### src/rtl/fight_match_if.sv
// Signal bundle between the game FSM / combat logic and the fight match controller.
// The master drives game state, ticks and hits; the slave reports the match status.
interface fight_match_if;
  logic [3:0] game_state;
  logic       sec_tick;
  logic       p1_hit;
  logic [6:0] p1_dmg;
  logic       p2_hit;
  logic [6:0] p2_dmg;
  logic [6:0] p1_health;
  logic [6:0] p2_health;
  logic [6:0] round_timer;
  logic [1:0] p1_rounds;
  logic [1:0] p2_rounds;
  logic       round_active;
  logic       game_over;
  logic [1:0] winner;

  modport master (
    output game_state, sec_tick, p1_hit, p1_dmg, p2_hit, p2_dmg,
    input  p1_health, p2_health, round_timer, p1_rounds, p2_rounds,
           round_active, game_over, winner
  );

  modport slave (
    input  game_state, sec_tick, p1_hit, p1_dmg, p2_hit, p2_dmg,
    output p1_health, p2_health, round_timer, p1_rounds, p2_rounds,
           round_active, game_over, winner
  );
endinterface

### src/rtl/fight_match_controller.sv
// Fight-phase match engine: health, round countdown, round wins and match winner.
// Every output comes straight from a flop so the game FSM sees glitch-free status.
module fight_match_controller #(
  parameter int MAX_HEALTH    = 100,
  parameter int ROUND_TIME    = 99,
  parameter int ROUNDS_TO_WIN = 2,
  parameter int KO_PAUSE      = 3
) (
  input  logic clk,
  input  logic reset,
  fight_match_if.slave bus
);

  localparam logic [3:0] FIGHT_STATE = 4'b0010;
  localparam logic [6:0] HEALTH_INIT = 7'(MAX_HEALTH);
  localparam logic [6:0] TIMER_INIT  = 7'(ROUND_TIME);
  localparam logic [1:0] WIN_COUNT   = 2'(ROUNDS_TO_WIN);
  localparam logic [3:0] PAUSE_LAST  = 4'(KO_PAUSE - 1);

  typedef enum logic [1:0] {
    IDLE  = 2'd0,
    ROUND = 2'd1,
    PAUSE = 2'd2,
    DONE  = 2'd3
  } state_t;

  state_t     state_q, state_d;
  logic [6:0] p1_health_q, p1_health_d;
  logic [6:0] p2_health_q, p2_health_d;
  logic [6:0] timer_q, timer_d;
  logic [1:0] p1_rounds_q, p1_rounds_d;
  logic [1:0] p2_rounds_q, p2_rounds_d;
  logic       round_active_q, round_active_d;
  logic       game_over_q, game_over_d;
  logic [1:0] winner_q, winner_d;
  logic [3:0] pause_cnt_q, pause_cnt_d;

  logic       in_fight;
  logic [6:0] p1_hp_new, p2_hp_new, timer_new;
  logic       round_end, p1_scores, p2_scores;
  logic [1:0] p1_rounds_new, p2_rounds_new;

  always_ff @(posedge clk or posedge reset) begin
    if (reset) begin
      state_q        <= IDLE;
      p1_health_q    <= HEALTH_INIT;
      p2_health_q    <= HEALTH_INIT;
      timer_q        <= TIMER_INIT;
      p1_rounds_q    <= 2'd0;
      p2_rounds_q    <= 2'd0;
      round_active_q <= 1'b0;
      game_over_q    <= 1'b0;
      winner_q       <= 2'd0;
      pause_cnt_q    <= 4'd0;
    end else begin
      state_q        <= state_d;
      p1_health_q    <= p1_health_d;
      p2_health_q    <= p2_health_d;
      timer_q        <= timer_d;
      p1_rounds_q    <= p1_rounds_d;
      p2_rounds_q    <= p2_rounds_d;
      round_active_q <= round_active_d;
      game_over_q    <= game_over_d;
      winner_q       <= winner_d;
      pause_cnt_q    <= pause_cnt_d;
    end
  end

  // Round-end decision uses this cycle's post-hit, post-tick values so a KO or
  // time-out lands on the same edge as the hit or tick that caused it.
  always_comb begin
    in_fight  = (bus.game_state == FIGHT_STATE);
    p1_hp_new = p1_health_q;
    p2_hp_new = p2_health_q;
    if (bus.p1_hit) p1_hp_new = (bus.p1_dmg >= p1_health_q) ? 7'd0 : p1_health_q - bus.p1_dmg;
    if (bus.p2_hit) p2_hp_new = (bus.p2_dmg >= p2_health_q) ? 7'd0 : p2_health_q - bus.p2_dmg;
    timer_new = (bus.sec_tick && timer_q != 7'd0) ? timer_q - 7'd1 : timer_q;
    round_end = (p1_hp_new == 7'd0) || (p2_hp_new == 7'd0) || (timer_new == 7'd0);
    p1_scores = (p2_hp_new == 7'd0) ||
                (p1_hp_new != 7'd0 && timer_new == 7'd0 && p1_hp_new >= p2_hp_new);
    p2_scores = (p1_hp_new == 7'd0) ||
                (p2_hp_new != 7'd0 && timer_new == 7'd0 && p2_hp_new >= p1_hp_new);
    p1_rounds_new = (p1_scores && p1_rounds_q < WIN_COUNT) ? p1_rounds_q + 2'd1 : p1_rounds_q;
    p2_rounds_new = (p2_scores && p2_rounds_q < WIN_COUNT) ? p2_rounds_q + 2'd1 : p2_rounds_q;
  end

  always_comb begin
    state_d     = state_q;
    p1_health_d = p1_health_q;
    p2_health_d = p2_health_q;
    timer_d     = timer_q;
    p1_rounds_d = p1_rounds_q;
    p2_rounds_d = p2_rounds_q;
    winner_d    = winner_q;
    pause_cnt_d = pause_cnt_q;

    case (state_q)
      IDLE: begin
        if (in_fight) begin
          p1_rounds_d = 2'd0;
          p2_rounds_d = 2'd0;
          winner_d    = 2'd0;
          p1_health_d = HEALTH_INIT;
          p2_health_d = HEALTH_INIT;
          timer_d     = TIMER_INIT;
          state_d     = ROUND;
        end
      end
      ROUND: begin
        if (!in_fight) begin
          state_d = IDLE;
        end else begin
          p1_health_d = p1_hp_new;
          p2_health_d = p2_hp_new;
          timer_d     = timer_new;
          if (round_end) begin
            p1_rounds_d = p1_rounds_new;
            p2_rounds_d = p2_rounds_new;
            pause_cnt_d = 4'd0;
            if (p1_rounds_new == WIN_COUNT || p2_rounds_new == WIN_COUNT) begin
              winner_d = {p2_rounds_new == WIN_COUNT, p1_rounds_new == WIN_COUNT};
              state_d  = DONE;
            end else begin
              state_d = PAUSE;
            end
          end
        end
      end
      PAUSE: begin
        if (!in_fight) begin
          state_d = IDLE;
        end else if (bus.sec_tick) begin
          if (pause_cnt_q == PAUSE_LAST) begin
            p1_health_d = HEALTH_INIT;
            p2_health_d = HEALTH_INIT;
            timer_d     = TIMER_INIT;
            state_d     = ROUND;
          end else begin
            pause_cnt_d = pause_cnt_q + 4'd1;
          end
        end
      end
      DONE: begin
        if (!in_fight) state_d = IDLE;
      end
      default: state_d = IDLE;
    endcase

    round_active_d = (state_d == ROUND);
    game_over_d    = (state_d == DONE);
  end

  assign bus.p1_health    = p1_health_q;
  assign bus.p2_health    = p2_health_q;
  assign bus.round_timer  = timer_q;
  assign bus.p1_rounds    = p1_rounds_q;
  assign bus.p2_rounds    = p2_rounds_q;
  assign bus.round_active = round_active_q;
  assign bus.game_over    = game_over_q;
  assign bus.winner       = winner_q;

endmodule

### src/flat_wrapper.sv
// flat-port wrapper written by rule: the top's interface ports become plain ports
module fight_match_controller_flat 
#(
  parameter int MAX_HEALTH    = 100,
  parameter int ROUND_TIME    = 99,
  parameter int ROUNDS_TO_WIN = 2,
  parameter int KO_PAUSE      = 3
)
  (clk, reset, bus_game_state, bus_sec_tick, bus_p1_hit, bus_p1_dmg, bus_p2_hit, bus_p2_dmg, bus_p1_health, bus_p2_health, bus_round_timer, bus_p1_rounds, bus_p2_rounds, bus_round_active, bus_game_over, bus_winner);
  fight_match_if bus_i ();
  input  logic clk;
  input  logic reset;
  input wire logic [$bits(bus_i.game_state)-1:0] bus_game_state;
  input wire logic [$bits(bus_i.sec_tick)-1:0] bus_sec_tick;
  input wire logic [$bits(bus_i.p1_hit)-1:0] bus_p1_hit;
  input wire logic [$bits(bus_i.p1_dmg)-1:0] bus_p1_dmg;
  input wire logic [$bits(bus_i.p2_hit)-1:0] bus_p2_hit;
  input wire logic [$bits(bus_i.p2_dmg)-1:0] bus_p2_dmg;
  output wire logic [$bits(bus_i.p1_health)-1:0] bus_p1_health;
  output wire logic [$bits(bus_i.p2_health)-1:0] bus_p2_health;
  output wire logic [$bits(bus_i.round_timer)-1:0] bus_round_timer;
  output wire logic [$bits(bus_i.p1_rounds)-1:0] bus_p1_rounds;
  output wire logic [$bits(bus_i.p2_rounds)-1:0] bus_p2_rounds;
  output wire logic [$bits(bus_i.round_active)-1:0] bus_round_active;
  output wire logic [$bits(bus_i.game_over)-1:0] bus_game_over;
  output wire logic [$bits(bus_i.winner)-1:0] bus_winner;
  assign bus_i.game_state = bus_game_state;
  assign bus_i.sec_tick = bus_sec_tick;
  assign bus_i.p1_hit = bus_p1_hit;
  assign bus_i.p1_dmg = bus_p1_dmg;
  assign bus_i.p2_hit = bus_p2_hit;
  assign bus_i.p2_dmg = bus_p2_dmg;
  assign bus_p1_health = bus_i.p1_health;
  assign bus_p2_health = bus_i.p2_health;
  assign bus_round_timer = bus_i.round_timer;
  assign bus_p1_rounds = bus_i.p1_rounds;
  assign bus_p2_rounds = bus_i.p2_rounds;
  assign bus_round_active = bus_i.round_active;
  assign bus_game_over = bus_i.game_over;
  assign bus_winner = bus_i.winner;
  fight_match_controller #(.MAX_HEALTH(MAX_HEALTH), .ROUND_TIME(ROUND_TIME), .ROUNDS_TO_WIN(ROUNDS_TO_WIN), .KO_PAUSE(KO_PAUSE)) u_core (.clk(clk), .reset(reset), .bus(bus_i));
endmodule
### config.mk
export PLATFORM = sky130hd
export DESIGN_NAME = fight_match_controller_flat
export DESIGN_NICKNAME = d
export VERILOG_FILES = /design/src/rtl/fight_match_if.sv /design/src/rtl/fight_match_controller.sv /design/src/flat_wrapper.sv
export SDC_FILE = /design/constraint.sdc
export NUM_CORES = 1
export LEC_CHECK = 0
export ABC_AREA = 1
export BUFFER_PORTS_ARGS = -buffer_cell sky130_fd_sc_hd__buf_2
export CAP_MARGIN = 15
export CORE_MARGIN = 2
export CORE_UTILIZATION = 37
export CTS_BUF_LIST = sky130_fd_sc_hd__clkbuf_16
export CTS_CLUSTER_DIAMETER = 40
export DETAILED_ROUTE_END_ITERATION = 12
export PLACE_DENSITY = 0.57
export SLEW_MARGIN = 5
export SYNTH_ARGS = -nofsm -noshare
export SYNTH_HDL_FRONTEND = slang
export SYNTH_SLANG_ARGS = --single-unit
### constraint.sdc
create_clock -name clk -period 3.35 [get_ports clk]
set_input_delay 0 -clock clk [delete_from_list [all_inputs] [get_ports clk]]
set_output_delay 0 -clock clk [all_outputs]
set_load 0.05 [all_outputs]
## After elaboration in Yosys (flattened, before gate mapping)

Cells that the tools add are included.

- Register bits after elaboration: 35

- Magnitude comparators: 6
- Reductions and logical operators: 26
- Eq/ne operators: 17
- Add/sub/neg operators: 6
- Multiplexer cells: 47

Operators with widths:

| operator | number |
|---|---|
| 7-bit two-way mux | 16 |
| 7-bit one-hot mux with 3 select lines | 3 |
| 2-bit two-way mux | 17 |
| 7-bit >= comparator | 4 |
| 7-bit logical NOT | 3 |
| 7-bit nonzero test | 3 |
| 4-bit two-way mux | 5 |
| 7-bit subtractor | 2 |
| 2-bit by 1-bit != test with 1-bit output, second input constant | 6 |
| 2-bit one-hot mux with 2 select lines | 3 |
| 6-bit AND reduction | 2 |
| 2-bit == test, second input constant | 5 |
| 4-bit by 2-bit == test with 1-bit output, second input constant | 2 |
| 2-bit one-hot mux with 4 select lines | 1 |
| 4-bit one-hot mux with 2 select lines | 1 |
| 1-bit logical AND | 7 |
| 7-bit by 1-bit subtractor with 7-bit output, second input constant | 1 |
| 1-bit logical OR | 5 |
| 5-bit AND reduction | 1 |
| 2-bit by 1-bit adder with 2-bit output, second input constant | 2 |
| 4-bit by 1-bit adder with 4-bit output, second input constant | 1 |
| 2-bit by 1-bit == test with 1-bit output, second input constant | 2 |
| 2-bit less-than comparator, second input constant | 2 |
| 2-bit != test, second input constant | 2 |
| other kinds (5) | 6 |

## Longest topological paths before layout

- Depth in word-level cells: 16
- Mapped depth: 30
- Mapped depth without buffers: 30

## Worst setup path after synthesis

OpenSTA, ideal clock, no wires.

- Path kind: reg2reg
- From: reg u_core.p2_health_q[0] (netlist: u_core.bus.p2_health[0])
- To: reg u_core.round_active_q (netlist: u_core.bus.round_active)
- Data arrival time: 3.351 ns
- Library setup time: 0.129 ns
- Stages on the path, launching flop included: 28
- Slack: -0.130 ns
- Clock period less this slack: 3.480 ns
- Required time: 3.221 ns
- Cell sequence: dfrtp_1 inv_1 ha_1 fa_1 nor2_1 nand2_1 nand3_1 nor2_1 nor2_1 a21oi_4 ha_1 and3_1 nand3_1 nand2_1 inv_1 nand2_1 nand2_1 nand2_1 nand2_2 nand2_1 nand2_1 nand2_1 nand2_1 nand3_1 nand2_1 nand2_1 nand2_2 nor2_1

- Word-level cells in the longest chain between the ends: 16
- Elaborated cells on any way between the ends: 27
- Those cells by class: add/sub: 1; order compare: 3; eq/ne: 3; mux: 8; reduce/logical: 12

Ends and longest elaborated chain:

| element | RTL line | text |
|---|---|---|
| from (decl) | fight_match_controller.sv:29 | `logic [6:0] p2_health_q, p2_health_d;` |
| from (signal assigned) | fight_match_controller.sv:58 | `p2_health_q <= p2_health_d;` |
| 7-bit subtractor / 7-bit >= comparator (equally long branches) | fight_match_controller.sv:76 | `if (bus.p2_hit) p2_hp_new = (bus.p2_dmg >= p2_health_q) ? 7'd0 : p2_health_q - bus.p2_dmg;` |
| 7-bit two-way mux | fight_match_controller.sv:76 |  |
| 7-bit two-way mux * | fight_match_controller.sv:76 |  |
| branches (longest 9 deep; another with 7-bit >= comparator) | -- |  |
| 2-bit two-way mux * | fight_match_controller.sv:116 | `if (round_end) begin` |
| 2-bit two-way mux * | fight_match_controller.sv:110 | `if (!in_fight) begin` |
| 2-bit one-hot mux with 4 select lines * | fight_match_controller.sv:97 | `case (state_q)` |
| 2-bit by 1-bit == test with 1-bit output * | fight_match_controller.sv:149 | `round_active_d = (state_d == ROUND);` |
| via u_core.round_active_d | fight_match_controller.sv:33 | `logic round_active_q, round_active_d;` |
| to (signal assigned) | fight_match_controller.sv:62 | `round_active_q <= round_active_d;` |
| to (decl) | fight_match_controller.sv:33 |  |

Mark *: on every way through the listed nets, which the timed path passes.
A chain may end at the register's enable or synchronous reset.

## Worst setup path after layout

- From: reg u_core.p1_health_q[2] (netlist: u_core.bus.p1_health[2])
- To: reg u_core.round_active_q (netlist: u_core.bus.round_active)

- Word-level cells in the longest chain between the ends: 16
- Elaborated cells on any way between the ends: 27
- Those cells by class: add/sub: 1; order compare: 3; eq/ne: 3; mux: 8; reduce/logical: 12

Ends and longest elaborated chain:

| element | RTL line | text |
|---|---|---|
| from (decl) | fight_match_controller.sv:28 | `logic [6:0] p1_health_q, p1_health_d;` |
| from (signal assigned) | fight_match_controller.sv:57 | `p1_health_q <= p1_health_d;` |
| 7-bit subtractor / 7-bit >= comparator (equally long branches) | fight_match_controller.sv:75 | `if (bus.p1_hit) p1_hp_new = (bus.p1_dmg >= p1_health_q) ? 7'd0 : p1_health_q - bus.p1_dmg;` |
| 7-bit two-way mux | fight_match_controller.sv:75 |  |
| 7-bit two-way mux * | fight_match_controller.sv:75 |  |
| branches (longest 9 deep; another with 7-bit >= comparator) | -- |  |
| 2-bit two-way mux * | fight_match_controller.sv:116 |  |
| 2-bit two-way mux * | fight_match_controller.sv:110 |  |
| 2-bit one-hot mux with 4 select lines * | fight_match_controller.sv:97 |  |
| 2-bit by 1-bit == test with 1-bit output * | fight_match_controller.sv:149 |  |
| via u_core.round_active_d | fight_match_controller.sv:33 |  |

Marked as above.

==> results.yml <==
logic_synthesis:
  syn_area_sq_um: 3010
  synth_nets: 483
  synth_mux_area_share_pct: 0
  synth_cell_types: 41
  yosysSeqAreaShare_pct: 29.51
  syn-instance-count: 432
  synth_top_family_by_area: "simple AND/OR/NAND/NOR gates"
  synth_fa_ha_area_share_pct: 12.14
  yosysWarnings: 0
  syn_avg_cell_area_sq_um: 6.968
  synth-simple-area-share_pct: 30.34
  ys_ff_latch: 35
  synth-compound-area-share_pct: 12.76
  synth_xor_area_share_pct: 3.200
critical_path:
  end_kind: "register"
  critPathKind: "register to register"
  crit_slowest_cell: "dfstp_2"
  critPathMostFrequentCell: "nand2_1"
  critPathMaxStageDelay_ns: 0.55
  cp.arrival_ns: 3.34
  worstSetupStartpointType: "register"
  worstPathRequired_ns: 3.52
  path_max_fanout: 4
  regToRegSetupSlack_ns: 0.18
detailed_routing:
  ant_nets: 0
  firstDrtPassIters: 4
  post_drt_wl_per_cell_microns: 12.57
  vias: 2929
  viasPerCell: 4.778
  drt-initial-drc-count: 138
  routed_wirelength_microns: 7703
  remaining_drc_errors: 0
global_routing:
  gr-total-overflow: 0
  antenna_found_initial: 0
  grt.total_usage_pct: 17.20
  grt_max_degree: 21
  grt_pass1_wl_microns: 12150
  grt_pass1_vias: 2701
timing:
  worst_slew_pin_slew_ns: 0.7928
  finalMaxSlewViolations: 0
  fin_setup_tns_ns: 0
  fin_crit_sh_pct: 94.72
  setup_viol: 0
  fmax_mhz: 315.2
  fin_crit_ns: 3.173
  final-hold-violation-count: 0
  rsz0062_at_grt: "yes"
  fin_skew_ns: 0.009845
  relSlewSlack_pct: 47.09
cells_and_area:
  syn2layout_area_growth_pct: 34.25
  drive_gt1_share_pct: 33.86
  fin_nets: 561
  nFillCells: 782
  insertedDiodeCount: 0
  instances_no_fill: 613
clock_tree:
  clock-sinks: 35
  ctsLongestPathBuffers: 2
  cts_tree: "yes"
  h-tree-depth: 2
  insertion_delay_ns: 0.29
  cts.clk_slew.worst_paths_ns: 0.06
  cts_inserted_buffers: 5
  cts_root_buffer: "clkbuf_16"
power_and_ir_drop:
  p_per_area_nw_per_um2: 667.2
  ir_worst_vdd_v: 0.0003175
  total_power_w: 0.002697
  p_leak_nw: 2.085
status:
  outcome: "complete, no violations"
place:
  place_hpwl_microns: 5723
  port-buffer-count: 51
  dp.cells: 595
  gp_congestion: 0.8767
floorplan:
  die_area_sq_um: 8874
  io_pins: 52
  die_h_microns: 94.20
  die_w_microns: 94.20
  core_sq_um: 7807
  initial_core_util_pct: 38.56
  fp-row-count: 32
hold_path:
  min_path_type: "input port to register"
flow_run:
  max-cap-violations: 0
==> layout make-up <==
cell class	count	area, sq um	share of cell area (%)
inverter	93	351.6	8.700
timing repair buffer	74	430.4	10.65
clock buffer	5	125.1	3.096
tap	102	127.6	3.158
sequential	35	890.9	22.04
multi-input combinational	301	2074	51.33
clock inverter	3	41.29	1.022
==> placed cells by master, fill, tap and decap left out, drive strengths merged, types with 2 or more instances in the layout <==
cell,netlist,layout
o21ai,22,22
and3,2,2
nand3b,3,3
nand2,111,111
nand4,6,6
xor2,10,10
ha,26,26
dfstp,10,10
a21o,2,2
fa,2,2
dfrtp,25,25
nor2,50,50
inv,93,94
o22ai,19,19
or2,2,2
clkbuf,3,5
buf,0,73
nand3,27,27
a21oi,10,10
==> cell usage after synthesis <==
library cell / instances / area (sq um)
a221oi_1: 1 / 8.760
inv_1: 87 / 326.6
a21oi_4: 2 / 32.53
o21ai_1: 8 / 40.04
nor2_2: 3 / 18.77
nand4_2: 1 / 12.51
dfrtp_1: 25 / 625.6
clkbuf_1: 3 / 11.26
inv_4: 1 / 6.260
dfstp_2: 10 / 262.8
a21o_1: 2 / 15.01
nor4b_1: 1 / 8.760
o21ai_2: 3 / 26.28
nor2_4: 1 / 11.26
xnor2_1: 1 / 8.760
o21bai_2: 1 / 11.26
and3_1: 2 / 12.51
o22ai_2: 1 / 12.51
o31ai_1: 1 / 7.510
nor4_1: 1 / 6.260
nand4_1: 5 / 31.28
a21oi_1: 6 / 30.03
fa_1: 2 / 40.04
o21ai_0: 11 / 55.05
a22oi_1: 1 / 7.510
o21a_1: 1 / 7.510
xor2_1: 10 / 87.58
nor2_1: 46 / 172.7
nand3_2: 4 / 40.04
nand3_1: 23 / 115.1
inv_2: 5 / 18.77
nor3_1: 1 / 5.000
or2_1: 1 / 6.260
a21oi_2: 2 / 17.52
or2_0: 1 / 6.260
nand3b_1: 3 / 22.52
nand2_1: 102 / 382.9
o22ai_1: 18 / 112.6
nand2_4: 1 / 11.26
ha_1: 26 / 325.3
nand2_2: 8 / 50.05
==> where the power goes <==
part           internal [W]  leakage, nW  switching [W]
Combinational      0.000582         1.57       0.000965
Sequential         0.000532        0.438      0.0000888
Clock              0.000348       0.0812       0.000180
==> cell families (layout without fill, tap and decap cells) <==
group,after synthesis,after routing
AO/OA/AOI/OAI,58,58
adder cells (fa/ha/maj),28,28
flip-flops,35,35
XOR/XNOR,11,11
AND/OR/NAND/NOR,204,204
buffers and inverters,96,175
==> worst paths after layout <==
check                                             to                    start  cells past startpoint
setup / recovery             u_core.bus.round_active  u_core.bus.p1_health[2]                     26
hold / removal             u_core.bus.round_timer[0]             bus_sec_tick                      6
setup reg to reg             u_core.bus.round_active  u_core.bus.p1_health[2]                     26
hold reg to reg                 u_core.bus.winner[0]     u_core.bus.winner[0]                      2
max in group asynchronous    u_core.bus.p1_health[2]                    reset                      4
min in group asynchronous      u_core.pause_cnt_q[3]                    reset                      3
==> worst max-delay path: cells and delay by family, from the launching register on <==
| kind | cells | cell delay [ns] |
|---|---|---|
| compound gates | 2 | 0.29 |
| buf+inv | 2 | 0.15 |
| simple gates | 20 | 1.62 |
| flops | 1 | 0.55 |
| fa+ha+maj | 2 | 0.44 |
==> stage by stage <==
stage          instance area, sq um  hold WS [ns]  utilization (%)  setup WS, ns
2_1_floorplan                  3013        0.1467                -      0.008742
3_3_place_gp                   3482        0.1746            44.60        0.1056
3_5_place_dp                   3482        0.1951            44.60       0.03839
4_1_cts                        3659        0.1691            46.86       0.02961
5_1_grt                        4041        0.2128            51.76      -0.08756
6_report                       4041        0.1723            51.76        0.1769
==> metal layers <==
layer	wire, microns	up-vias	share of wire, %	track usage, %
met5	0	-	0	0
met4	93	0	1.2	3.986
met3	241	8	3.1	3.371
met2	3805	41	49	29.23
met1	3563	1361	46	22.52
li1	-	1519	-	-
==> repair_timing <==
action | 4_1_cts | 5_1_grt
setup buffers | 0 | 9
hold buffers | 1 | 0
gates resized for setup | 0 | 61
endpoints found under the hold margin | 12 | 0
endpoints found under the setup margin | 0 | 5
==> sequential cells by signal (all words and copies together), names as in the netlist <==
signal                   flops
u_core.bus.p2_health         7
u_core.pause_cnt_q           4
u_core.bus.round_active      1
u_core.state_q               2
u_core.bus.game_over         1
u_core.bus.round_timer       7
u_core.bus.winner            2
u_core.bus.p1_health         7
u_core.bus.p2_rounds         2
u_core.bus.p1_rounds         2
Power figures use the tool's default switching activity.
